**config.mk**
```make
export PLATFORM = sky130hd
export DESIGN_NAME = instr_fetch_unit
export DESIGN_NICKNAME = d
export VERILOG_FILES = /design/src/rtl/instr_fetch_unit.sv
export SDC_FILE = /design/constraint.sdc
export NUM_CORES = 1
export LEC_CHECK = 0
export BUFFER_PORTS_ARGS = -buffer_cell sky130_fd_sc_hd__buf_2
export CORE_MARGIN = 8
export CORE_UTILIZATION = 53
export CTS_CLUSTER_SIZE = 40
export DETAILED_ROUTE_END_ITERATION = 10
export GPL_ROUTABILITY_DRIVEN = 0
export PLACE_DENSITY = 0.79
export SLEW_MARGIN = 20
export SYNTH_ARGS = -nofsm -noshare
export SYNTH_HDL_FRONTEND = slang
export SYNTH_SLANG_ARGS = --single-unit
```
**constraint.sdc**
```tcl
create_clock -name clk -period 4.6 [get_ports clk]
set_clock_uncertainty 0.2 [all_clocks]
set_input_delay 0.46 -clock clk [delete_from_list [all_inputs] [get_ports clk]]
set_output_delay 0.46 -clock clk [all_outputs]
set_load 0.05 [all_outputs]
```
**src/rtl/instr_fetch_unit.sv**
```systemverilog
// instr_fetch_unit: instruction fetch stage feeding decode.
// Owns the PC, reads the combinational instruction ROM at rom_addr and
// captures {pc, instr} pairs into a DEPTH-entry prefetch FIFO. Decode pops
// the head over a valid/ready handshake. A redirect flushes the FIFO and
// restarts fetch at the word-aligned target.
//
// Handshake: an entry moves to decode on a rising edge where if_valid=1 and
// if_ready=1. While if_valid=1 and if_ready=0, if_pc/if_instr hold steady.
// if_valid never depends on if_ready in the same cycle.
//
// Optional feature macro: FETCH_PERF_EN adds perf_bubble_cnt, a saturating
// count of cycles where decode was ready but no instruction was available.
module instr_fetch_unit #(
  parameter logic [31:0] RESET_PC = 32'h0000_0000,
  parameter int          DEPTH    = 2
) (
  input  logic        clk,
  input  logic        reset,
  output logic [31:0] rom_addr,
  input  logic [31:0] rom_data,
  input  logic        redirect,
  input  logic [31:0] redirect_pc,
  output logic        if_valid,
  input  logic        if_ready,
  output logic [31:0] if_instr,
  output logic [31:0] if_pc
`ifdef FETCH_PERF_EN
  ,
  output logic [31:0] perf_bubble_cnt
`endif
);

  localparam int PW = $clog2(DEPTH);
  localparam int CW = PW + 1;
  localparam logic [CW-1:0] DEPTH_C = CW'(DEPTH);
  localparam logic [CW-1:0] C_ONE   = CW'(1);
  localparam logic [PW-1:0] P_ONE   = PW'(1);

  logic [31:0]   pc;
  logic [31:0]   mem_pc    [DEPTH];
  logic [31:0]   mem_instr [DEPTH];
  logic [PW-1:0] rd_ptr;
  logic [PW-1:0] wr_ptr;
  logic [CW-1:0] count;
  logic          pop;
  logic          push;

  assign rom_addr = pc;
  assign if_valid = (count != '0);
  assign pop      = if_valid & if_ready;
  // A full FIFO still accepts a new entry when the head leaves this cycle.
  assign push     = !redirect & ((count < DEPTH_C) | pop);

  // Head outputs read zero when the FIFO is empty so stale data never leaks.
  always_comb begin
    if_instr = 32'h0;
    if_pc    = 32'h0;
    if (if_valid) begin
      if_instr = mem_instr[rd_ptr];
      if_pc    = mem_pc[rd_ptr];
    end
  end

  // Program counter: advance on each capture, jump on redirect.
  always_ff @(posedge clk) begin
    if (reset) begin
      pc <= RESET_PC;
    end else if (redirect) begin
      pc <= {redirect_pc[31:2], 2'b00};
    end else if (push) begin
      pc <= pc + 32'd4;
    end
  end

  // FIFO storage; contents need no reset because count gates visibility.
  always_ff @(posedge clk) begin
    if (push) begin
      mem_pc[wr_ptr]    <= pc;
      mem_instr[wr_ptr] <= rom_data;
    end
  end

  // Pointers and occupancy; redirect and reset both empty the FIFO.
  always_ff @(posedge clk) begin
    if (reset || redirect) begin
      rd_ptr <= '0;
      wr_ptr <= '0;
      count  <= '0;
    end else begin
      if (push) wr_ptr <= wr_ptr + P_ONE;
      if (pop)  rd_ptr <= rd_ptr + P_ONE;
      case ({push, pop})
        2'b10:   count <= count + C_ONE;
        2'b01:   count <= count - C_ONE;
        default: count <= count;
      endcase
    end
  end

`ifdef FETCH_PERF_EN
  // Bubble counter: decode ready with nothing to take; saturates, reset-only clear.
  always_ff @(posedge clk) begin
    if (reset) begin
      perf_bubble_cnt <= 32'h0;
    end else if (if_ready && !if_valid && (perf_bubble_cnt != 32'hFFFF_FFFF)) begin
      perf_bubble_cnt <= perf_bubble_cnt + 32'd1;
    end
  end
`endif

endmodule
```
==> impl_metrics.py <==
metrics = {
    "yosys": {
        "synth-seq-area-share": 0.666,
        "yosys.area.top_type": "edfxtp_1",
        "synth_flop_cell": "edfxtp_1",
        "yosys_warnings": 0,
        "synth.avg_cell_area_um2": 12.9,
        "synth-seq-cells": 159,
        "synthCells": 514,
        "synth_edf_count": 124,
        "synth_top_area_frac": 0.561,
        "synth_area_um2": 6640,
        "synthTopCellsByArea": "edfxtp_1, dfxtp_1, mux2i_1",
        "synth_cell_types": 43,
        "async_flop_share": 0,
        "synth_common_cells": "edfxtp_1, nor2_1, mux2i_1",
        "synth.most_common_cell": "edfxtp_1",
    },
    "timing": {
        "finalSetupViolations": 0,
        "setup-tns-final_ps": 0,
        "drv_slew": 0,
        "period_minus_slack_ps": 2920,
        "min_period_over_period": 0.635,
        "tightest_slew_ps": 902,
        "clock.fmax_ghz": 0.342,
        "hold_viol": 0,
        "slew_headroom": 0.393,
        "rsz0062_at_grt": "no",
    },
    "power": {
        "p_per_area_nw_per_um2": 431,
        "fin_total_pwr_mw": 3.53,
        "power_leakage_nw": 3.07,
        "peakVddDrop_mv": 0.239,
    },
    "global_route": {
        "grt_first_pass_wirelength_um": 24200,
        "grtUsageTotal": 0.191,
        "grt_max_degree": 63,
        "antenna_found_initial": 0,
        "grt.overflow.total": 0,
        "grt_pass1_vias": 4800,
    },
    "cts": {
        "h-tree-depth": 4,
        "clock-root-buffer": "clkbuf_16",
        "clk-insertion-delay-late_ps": 420,
        "postCtsSetupRepairBufs": 0,
        "max-clock-path-buffers": 2,
        "cts_resized": 0,
        "cts_tree": "done",
        "cts_hold_buf": 0,
        "clock-sinks": 159,
        "path_clk_slew_ps": 60,
        "cts_buffers": 17,
    },
    "drt": {
        "avgRoutedWirePerCell_um": 18.3,
        "vias": 4772,
        "ant_nets": 0,
        "wl_met1_um": 6580,
        "routed_wl_um": 15600,
        "viasPerCell": 5.60,
        "drt_iter0_markers": 442,
        "dr.pass1.iters": 5,
        "remaining_drc_errors": 0,
        "routed-wl-met3_um": 1320,
        "top_layer": "met4",
        "wl_met2_um": 7420,
    },
    "min_path": {
        "hold_end": "mem_instr[0][20]",
        "whs_path_depth": 1,
        "hp-class": "input port to flip-flop",
        "min_from": "rom_data[20]",
    },
    "setup_path": {
        "r2r_cells": 5,
        "r2r_end": "rom_addr[20]",
        "worstPathRequired_ps": 3940,
        "startpoint_type": "flip-flop",
        "path_class": "flip-flop to primary output",
        "reg2reg_from": "rom_addr[2]",
        "critical_path_arrival_ps": 2260,
        "slowest_stage": "nor2_4",
        "end_kind": "primary output",
        "r2r_setup_slack_ps": 1880,
        "path_max_fanout": 35,
        "slowest_delay_ps": 630,
        "cp_cell_sequence": "nor2_4 > buf_4 > nor2_1 > buf_2",
    },
    "finish": {
        "antenna_cells": 0,
        "nets": 737,
        "synthToLayoutAreaGrowth_pct": 23.4,
        "final_area_um2": 8190,
        "drive_gt1_frac": 0.293,
    },
    "floorplanning": {
        "die_h_um": 128,
        "start_util": 0.535,
        "io_pins": 165,
        "dieArea_um2": 16400,
        "rows": 41,
        "coreArea_um2": 12400,
        "die_w_um": 128,
    },
    "place": {
        "place_area_um2": 7580,
        "port-buffer-count": 158,
        "dpl.hpwl_um": 10600,
    },
    "run": {
        "drv_cap": 0,
    },
    "status": {
        "outcome": "finished, final reports clean",
    },
}
==> worst max-delay path by stage <==
stage                        start                to  slack (ps)  cells past startpoint
after global routing      count[1]         if_pc[28]        1520                      4
after detailed placement  redirect  mem_instr[1][31]        1490                      4
after CTS                 count[1]         if_pc[28]        1610                      4
after global placement    redirect  mem_instr[1][15]        1590                      4
after floorplan           if_ready   mem_instr[0][0]         390                      4
final                     count[1]         if_pc[28]        1680                      4
==> sequential cells by signal (all words and copies together) (netlist names), named ones only <==
signal,flops
rd_ptr,1
wr_ptr,1
mem_pc,60
rom_addr,30
mem_instr,64
count,2
==> per-layer routing <==
| layer | vias up | track usage |
|---|---|---|
| li1 | 2227 | - |
| met1 | 2293 | 0.233 |
| met2 | 231 | 0.310 |
| met3 | 21 | 0.0582 |
| met4 | 0 | 0.0755 |
| met5 | - | 0 |
==> through the flow <==
stage | instances | utilization | worst slack, ps | hold WS, ps
after CTS | 851 | 0.658 | 1610 | 18.0
final | 852 | 0.660 | 1680 | 29.2
after global routing | 852 | 0.660 | 1520 | 16.1
after floorplan | 517 | - | 392 | 280
after detailed placement | 819 | 0.610 | 1490 | 306
after global placement | 819 | 0.610 | 1590 | 292
==> critical path, delay by kind of cell, from the launching register on <==
| family | cells | cell delay [ps] |
|---|---|---|
| buffers and inverters | 2 | 720 |
| flip-flops | 1 | 360 |
| AND/OR/NAND/NOR | 2 | 770 |
==> where the power goes <==
part           leakage [nW]  total (mW)  switching [mW]  internal, mW
Sequential             1.47        1.69          0.0567          1.64
Clock                 0.289        1.41           0.515         0.895
Combinational          1.31       0.431           0.321         0.110
Total                  3.07        3.53           0.892          2.64
==> final cells by class <==
type,instances,area (um^2)
inverters,11,41.3
repair buffers,163,853
well taps,172,215
clock buffers,26,489
fillers,947,4220
clock inverters,6,108
flip-flops and latches,159,4430
multi-input cells,315,2060
==> cells in the final DEF (no fill, tap or decap), drive strengths merged, types with 2 or more instances in the layout <==
cell	instances
and2	2
a2111oi	6
ha	2
dfxtp	35
xor2	4
nor2	97
or3	9
buf	163
a311oi	12
conb	4
xnor2	10
clkinv	3
nand2	19
a21oi	2
clkbuf	26
inv	10
and3	2
bufinv	3
o31ai	7
mux2i	62
and4	3
nand4	11
edfxtp	124
a211oi	11
nor3	5
nor4	11
nand2b	2
nand3	9
or4	9
o21ai	5
or2	2
==> kinds of logic (layout without fill, tap and decap cells) <==
logic type | Yosys count | after routing | share of synthesized area
simple gates | 183 | 183 | 0.132
flops | 159 | 159 | 0.666
mux | 62 | 62 | 0.0935
compound gates | 50 | 50 | 0.0582
buf+inv | 43 | 206 | 0.0277
xor+xnor | 14 | 14 | 0.0185
fa+ha+maj | 2 | 2 | 0.00377
other cells | 1 | 4 | 0.000565
Note: power is estimated with default switching activity, not from simulation.
